`src/rtl/decimator_15.sv`:
```
// Keep-1-of-DECIMATE stage behind the 15-tap FIR: arithmetic shift, saturate to a
// narrower signed word, single registered AXI-Stream output slice with a sticky saturation flag.
`timescale 1ns/1ps
module decimator_15 #(
    parameter int C_S00_AXIS_TDATA_WIDTH = 32,
    parameter int C_M00_AXIS_TDATA_WIDTH = 16,
    parameter int DECIMATE               = 4,
    parameter int SHIFT                  = 8
) (
    input  logic                                  s00_axis_aclk,
    input  logic                                  s00_axis_aresetn,
    input  logic                                  s00_axis_tvalid,
    input  logic                                  s00_axis_tlast,
    input  logic [C_S00_AXIS_TDATA_WIDTH-1:0]     s00_axis_tdata,
    input  logic [C_S00_AXIS_TDATA_WIDTH/8-1:0]   s00_axis_tstrb,
    output logic                                  s00_axis_tready,
    input  logic                                  m00_axis_tready,
    output logic                                  m00_axis_tvalid,
    output logic                                  m00_axis_tlast,
    output logic [C_M00_AXIS_TDATA_WIDTH-1:0]     m00_axis_tdata,
    output logic [C_M00_AXIS_TDATA_WIDTH/8-1:0]   m00_axis_tstrb,
    output logic                                  sat_flag
);
    localparam int IW = C_S00_AXIS_TDATA_WIDTH;
    localparam int OW = C_M00_AXIS_TDATA_WIDTH;
    localparam int PW = (DECIMATE > 1) ? $clog2(DECIMATE) : 1;
    localparam logic [PW-1:0] PH_MAX = PW'(DECIMATE - 1);

    logic [PW-1:0]        phase;
    logic                 out_valid;
    logic                 out_last;
    logic [OW-1:0]        out_data;
    logic                 accept;
    logic                 keep;
    logic signed [IW-1:0] t;
    logic [IW-OW:0]       hi;
    logic                 pos_sat;
    logic                 neg_sat;
    logic [OW-1:0]        scaled;
    logic                 unused_tstrb;

    assign unused_tstrb    = &{1'b0, s00_axis_tstrb};
    assign s00_axis_tready = ~out_valid | m00_axis_tready;
    assign accept          = s00_axis_tvalid & s00_axis_tready;
    // tlast forces a keep so the packet end is never swallowed by decimation
    assign keep            = accept & ((phase == '0) | s00_axis_tlast);

    // Bits from the sign down to OW-1 must all agree for t to fit in OW bits
    always_comb begin
        t       = $signed(s00_axis_tdata) >>> SHIFT;
        hi      = t[IW-1:OW-1];
        pos_sat = ~t[IW-1] & (|hi);
        neg_sat =  t[IW-1] & ~(&hi);
        if (pos_sat)
            scaled = {1'b0, {(OW-1){1'b1}}};
        else if (neg_sat)
            scaled = {1'b1, {(OW-1){1'b0}}};
        else
            scaled = t[OW-1:0];
    end

    always_ff @(posedge s00_axis_aclk) begin
        if (!s00_axis_aresetn) begin
            phase     <= '0;
            out_valid <= 1'b0;
            out_last  <= 1'b0;
            out_data  <= '0;
            sat_flag  <= 1'b0;
        end else begin
            if (accept)
                phase <= (s00_axis_tlast || phase == PH_MAX) ? '0 : phase + 1'b1;
            if (keep) begin
                out_valid <= 1'b1;
                out_last  <= s00_axis_tlast;
                out_data  <= scaled;
                if (pos_sat || neg_sat)
                    sat_flag <= 1'b1;
            end else if (m00_axis_tready) begin
                out_valid <= 1'b0;
            end
        end
    end

    assign m00_axis_tvalid = out_valid;
    assign m00_axis_tlast  = out_last;
    assign m00_axis_tdata  = out_data;
    assign m00_axis_tstrb  = '1;
endmodule

```
`config.mk`:
```
export PLATFORM = sky130hd
export DESIGN_NAME = decimator_15
export DESIGN_NICKNAME = d
export VERILOG_FILES = /design/src/rtl/decimator_15.sv
export SDC_FILE = /design/constraint.sdc
export NUM_CORES = 1
export LEC_CHECK = 0
export BUFFER_PORTS_ARGS = -buffer_cell sky130_fd_sc_hd__buf_4
export CAP_MARGIN = 10
export CORE_ASPECT_RATIO = 1.4
export CORE_UTILIZATION = 40
export DETAILED_ROUTE_END_ITERATION = 10
export MAX_ROUTING_LAYER = met4
export PLACE_DENSITY = 0.87
export SETUP_SLACK_MARGIN = 0.15
export SYNTH_ARGS = -nofsm -noshare
export SYNTH_HDL_FRONTEND = slang
export SYNTH_SLANG_ARGS = --single-unit
```
`constraint.sdc`:
```
create_clock -name s00_axis_aclk -period 2.1 [get_ports s00_axis_aclk]
set_input_delay 0.21 -clock s00_axis_aclk [delete_from_list [all_inputs] [get_ports s00_axis_aclk]]
set_output_delay 0.21 -clock s00_axis_aclk [all_outputs]
set_load 0.05 [all_outputs]
```
=== Yosys cells after proc, flatten, opt, wreduce, memory -nomap -nowiden ===
Cells that the tools add are included.

* Flip-flop bits (word level): 21
* Bits of input ports: 41

* Add/subtract/negate cells: 1
* Eq/ne operators: 1
* Multiplexer cells: 5
* Bitwise operators: 9
* Reductions and logical operators: 7

{| class="wikitable"
|+ Operators with widths
! cell !! number
|-
| two-way mux 16 bit || 2
|-
| AND reduction 9 bit || 1
|-
| OR reduction 9 bit || 1
|-
| bitwise AND 1 bit || 4
|-
| NOT 1 bit || 3
|-
| adder 2 x 1 -> 2 bit, second input constant || 1
|-
| == test 2 bit, second input constant || 1
|-
| zero test 2 bit || 1
|-
| logical OR 1 bit || 2
|-
| two-way mux 1 bit || 2
|-
| two-way mux 2 bit || 1
|-
| bitwise OR 1 bit || 2
|-
| AND reduction 2 bit || 1
|-
| nonzero test 2 bit || 1
|}

=== Depth between registers and ports, before layout ===
* Depth after elaboration: 5
* Gate-level depth with buffers: 7
* Depth with buffers taken out: 5

=== Least setup slack after synthesis ===
Ideal clock, no wire load.

* Kind: register to register
* From: reg out_valid, in the netlist m00_axis_tvalid
* To: reg out_data[0], in the netlist m00_axis_tdata[0]
* Arrival time: 1659 ps
* Data required time: 2032 ps
* Slack: 373 ps
* Cell stages (with the launch flop): 8
* Buffers on the path: 3
* Clock period less this slack: 1727 ps
* Cells stage by stage: dfxtp_1 nand2b_2 buf_6 o211ai_4 or3b_1 buf_2 buf_6 o2bb2ai_2

* Cells in the longest elaborated chain, start to end: 4

{| class="wikitable"
|+ RTL lines
! what !! line !! text
|-
| start: declaration || 30 || <nowiki>logic out_valid;</nowiki>
|-
| start signal: assignment || 65 || <nowiki>out_valid <= 1'b0;</nowiki>
|-
| start signal: assignment || 73 || <nowiki>out_valid <= 1'b1;</nowiki>
|-
| start signal: assignment || 79 || <nowiki>out_valid <= 1'b0;</nowiki>
|-
| NOT 1 bit || 43 || <nowiki>assign s00_axis_tready = ~out_valid | m00_axis_tready;</nowiki>
|-
| bitwise OR 1 bit || 43 ||
|-
| net s00_axis_tready || 16 || <nowiki>output logic s00_axis_tready,</nowiki>
|-
| bitwise AND 1 bit || 44 || <nowiki>assign accept = s00_axis_tvalid & s00_axis_tready;</nowiki>
|-
| bitwise AND 1 bit || 46 || <nowiki>assign keep = accept & ((phase == '0) | s00_axis_tlast);</nowiki>
|-
| end signal: assignment || 75 || <nowiki>out_data <= scaled;</nowiki>
|-
| end: declaration || 32 || <nowiki>logic [OW-1:0] out_data;</nowiki>
|}

The timed path passes the listed nets, and every way through them passes these cells.
A chain may end at the register's enable or synchronous reset.

=== Worst setup path in the final report ===
* From: reg phase[0]
* To: reg out_data[9], in the netlist m00_axis_tdata[9]

* Cells in the longest elaborated chain, start to end: 3

{| class="wikitable"
|+ RTL lines
! what !! line !! text
|-
| start: declaration || 29 || <nowiki>logic [PW-1:0] phase;</nowiki>
|-
| start signal: assignment || 71 || <nowiki>phase <= (s00_axis_tlast || phase == PH_MAX) ? '0 : phase + 1'b1;</nowiki>
|-
| zero test 2 bit || 46 ||
|-
| bitwise OR 1 bit || 46 ||
|-
| bitwise AND 1 bit || 46 ||
|}

Every way passes these cells.

==> implementation parameters <==
Parameter                              Value

Outcome
  Status    completed

Synth
  Top_reg_cell synth    sky130_fd_sc_hd__dfxtp_1
  Cell type contributing the most total cell area after synthesis    sky130_fd_sc_hd__dfxtp_1
  Number of unique standard cell types used by synthesis    25
  Mean instance size in the synthesized netlist    10.24 um2
  Part of the Yosys area used for sequential elements    0.4462
  Ys async rst share    0
  Number of instances in the synthesized netlist    92
  Number of enable flip-flop cells after synthesis    0
  Yosys warning count    0
  Ranking of synthesized cells by area    sky130_fd_sc_hd__dfxtp_1, sky130_fd_sc_hd__o2bb2ai_2, sky130_fd_sc_hd__nor2_1, sky130_fd_sc_hd__o2bb2ai_1, sky130_fd_sc_hd__a21oi_1
  Post-synthesis cell area    942.2 um2
  Post-synthesis sequential element count    21
  Area fraction of the dominant cell type after synthesis    0.4462

Floorplanning
  Number of placement rows    20
  Area of the core    2202 um2
  Die Wd    43.02 um
  Top-Level Pins    63
  Floorplan die area    2556 um2
  Initial core utilization    0.4278
  Height of the die    59.43 um

Placed design
  Number of input and output port buffers inserted    48
  Detail Placement HPWL    1.642 mm
  Standard cell area after detailed placement    1284 um2
  Worst setup timing slack at the placement stage    0.2946 ns
  Routability Congestion    0.7303

Layout
  Top library cells by usage in the layout, fill and taps aside    sky130_fd_sc_hd__buf_4, sky130_fd_sc_hd__dfxtp_1, sky130_fd_sc_hd__nor2_1
  Layout fillers    198
  Post-Layout Inst Area    1310 um2
  Fin nets    182
  Synth-to-layout area growth    39.04%
  Fraction of layout instances using a drive strength above 1    0.4710
  Diode count    0
  Leading cell type in the layout, fill and taps excluded    sky130_fd_sc_hd__buf_4

Routing
  Met1 routed wirelength after detailed routing    798 um
  Highest routing layer actually used    met4
  Number of iterations in the first detailed-routing pass    6
  Wire length on met2    1.056 mm
  Detail Route Antenna Nets    0
  Vias post-DR    832
  Met3 routed wirelength    137 um
  DRC viols    0
  Final wirelength    2.007 mm
  Violation count after the first detailed-route iteration    9
  Avg Vias per Cell    5.200
  Routed wirelength normalized by instance count    12.54 um

GRT
  Number of antenna violations at the first check in global routing    0
  Total gr overflow    0
  Pin count of the biggest net entering global routing    16
  First-pass GRT wire length    3.270 mm
  Overall routing resource usage    0.1693
  Via count of the first global-routing pass    824

CTS
  Clk Latency, worst-skew pair    0.29 ns
  CTS hold repair buffers    0
  Number of levels the H-tree was split into    1
  CTS Buf Count    3
  Clock transition at path regs    0.11 ns
  Sinks on the clock net    21
  Maximum number of buffers from clock root to sink    2
  Buffers inserted by post-CTS timing repair    0
  Clock root cell    sky130_fd_sc_hd__clkbuf_4
  TritonCTS clock tree    done

Min path
  Path type of the worst min-delay path    input pin to flip-flop

STA
  Hold violation total from the final report    0
  Worst slew pin tran    1.024 ns
  Total Neg Setup Slack    0 ns
  Final period util    0.8123
  Setup ws final    0.3942 ns
  Final worst path period need    1.706 ns
  Final Max Tran Viols    0
  Max transition margin    0.3174
  Finish-stage setup viols    0
  Worst Hold Margin    0.1315 ns
  Achievable Freq    586.2 MHz
  Unrepaired setup endpoints after global routing    no
  Clk_skew    0.0008102 ns

Job
  MaxCap Viol Count    0

Worst setup path
  Reg-to-reg slack, setup    0.39 ns
  CP endpoint    m00_axis_tdata[9]
  Nature of the critical path endpoint    flip-flop
  Startpoint kind of the worst setup timing path    flip-flop
  WP data arrival    1.93 ns
  CP Data Required Time    2.33 ns
  Category of the critical setup timing path    flip-flop to flip-flop
  Worst Path Max Fanout    15
  Crit path from    phase[0]
  FF-to-FF Start    phase[0]
  Worst reg2reg path depth    5
  Capture instance of the worst register-to-register path    m00_axis_tdata[9]

Pwr
  Pleak    0.5975 nW
  Pwr dens    669.0 nW/um2
  Peak VDD IR    0.4563 mV
  Total power consumption of the routed design    876.4 uW
[worst min-delay path by stage]
stage                      from  endpoint  slack (ns)  depth (start not counted)
2_1_floorplan  s00_axis_aresetn  sat_flag        0.33                          1
3_3_place_gp   s00_axis_aresetn  sat_flag        0.43                          2
3_5_place_dp   s00_axis_aresetn  sat_flag        0.44                          2
4_1_cts        s00_axis_aresetn  sat_flag        0.12                          2
5_1_grt        s00_axis_aresetn  sat_flag        0.11                          2
6_report       s00_axis_aresetn  sat_flag        0.13                          2
[routing by layer]
| metal | vias up | GRT usage |
|---|---|---|
| li1 | 419 | - |
| met2 | 39 | 0.3355 |
| met5 | - | - |
| met3 | 2 | 0.03049 |
| met1 | 372 | 0.1541 |
| met4 | 0 | 0.06926 |
[state kept, by name (all words and copies together) (netlist names)]
name,flops
m00_axis_tdata,16
m00_axis_tlast,1
m00_axis_tvalid,1
phase,2
sat_flag,1
[cells in the mapped netlist, types with 2 or more instances]
master / count
sky130_fd_sc_hd__buf_4: 3
sky130_fd_sc_hd__clkbuf_1: 2
sky130_fd_sc_hd__buf_6: 2
sky130_fd_sc_hd__dfxtp_1: 21
sky130_fd_sc_hd__ha_1: 2
sky130_fd_sc_hd__o2bb2ai_2: 10
sky130_fd_sc_hd__nand2_1: 3
sky130_fd_sc_hd__a21oi_1: 5
sky130_fd_sc_hd__nor4_1: 2
sky130_fd_sc_hd__o2bb2ai_1: 5
sky130_fd_sc_hd__inv_1: 3
sky130_fd_sc_hd__nor2_1: 18
sky130_fd_sc_hd__nand4_1: 4
[final cells by class]
cell class	instances	area, um2	share of cell area
clock buffer	4	26.28	0.02006
timing repair buffer	49	367.9	0.2808
tap	22	27.53	0.02101
multi-input combinational	61	456.7	0.3486
inverter	3	11.26	0.008596
sequential	21	420.4	0.3209
[worst max-delay path: stages (launching register included)]
cell                        delay (ns)
sky130_fd_sc_hd__dfxtp_1          0.34
sky130_fd_sc_hd__inv_1            0.08
sky130_fd_sc_hd__ha_1             0.22
sky130_fd_sc_hd__o211ai_4         0.11
sky130_fd_sc_hd__or3b_2           0.67
sky130_fd_sc_hd__o2bb2ai_1        0.21
[metrics by stage]
step	cells	utilization
floorplan	93	-
global placement	156	0.5830
detailed placement	156	0.5830
CTS	160	0.5949
global route	160	0.5949
finish	160	0.5949
[report_power, final]
part	switching (mW)	internal, mW	total, mW
clock	0.111	0.0739	0.184
sequential	0.0159	0.423	0.439
combinational	0.157	0.0956	0.253
total	0.283	0.593	0.876
[what timing repair did]
action                                  in CTS  in global routing
endpoints found under the setup margin       0                  4
gates resized for setup                      0                  1
hold endpoints to repair                     0                  0
[cell families after synthesis]
group	synth area share
and+or+nand+nor	0.1540
AOI/OAI and AO/OA	0.2855
DFF	0.4462
buffers and inverters	0.07303
adders and majority gates	0.02656
muxes	0.01062
other	0.003980
Note: power is estimated with default switching activity, not from simulation.
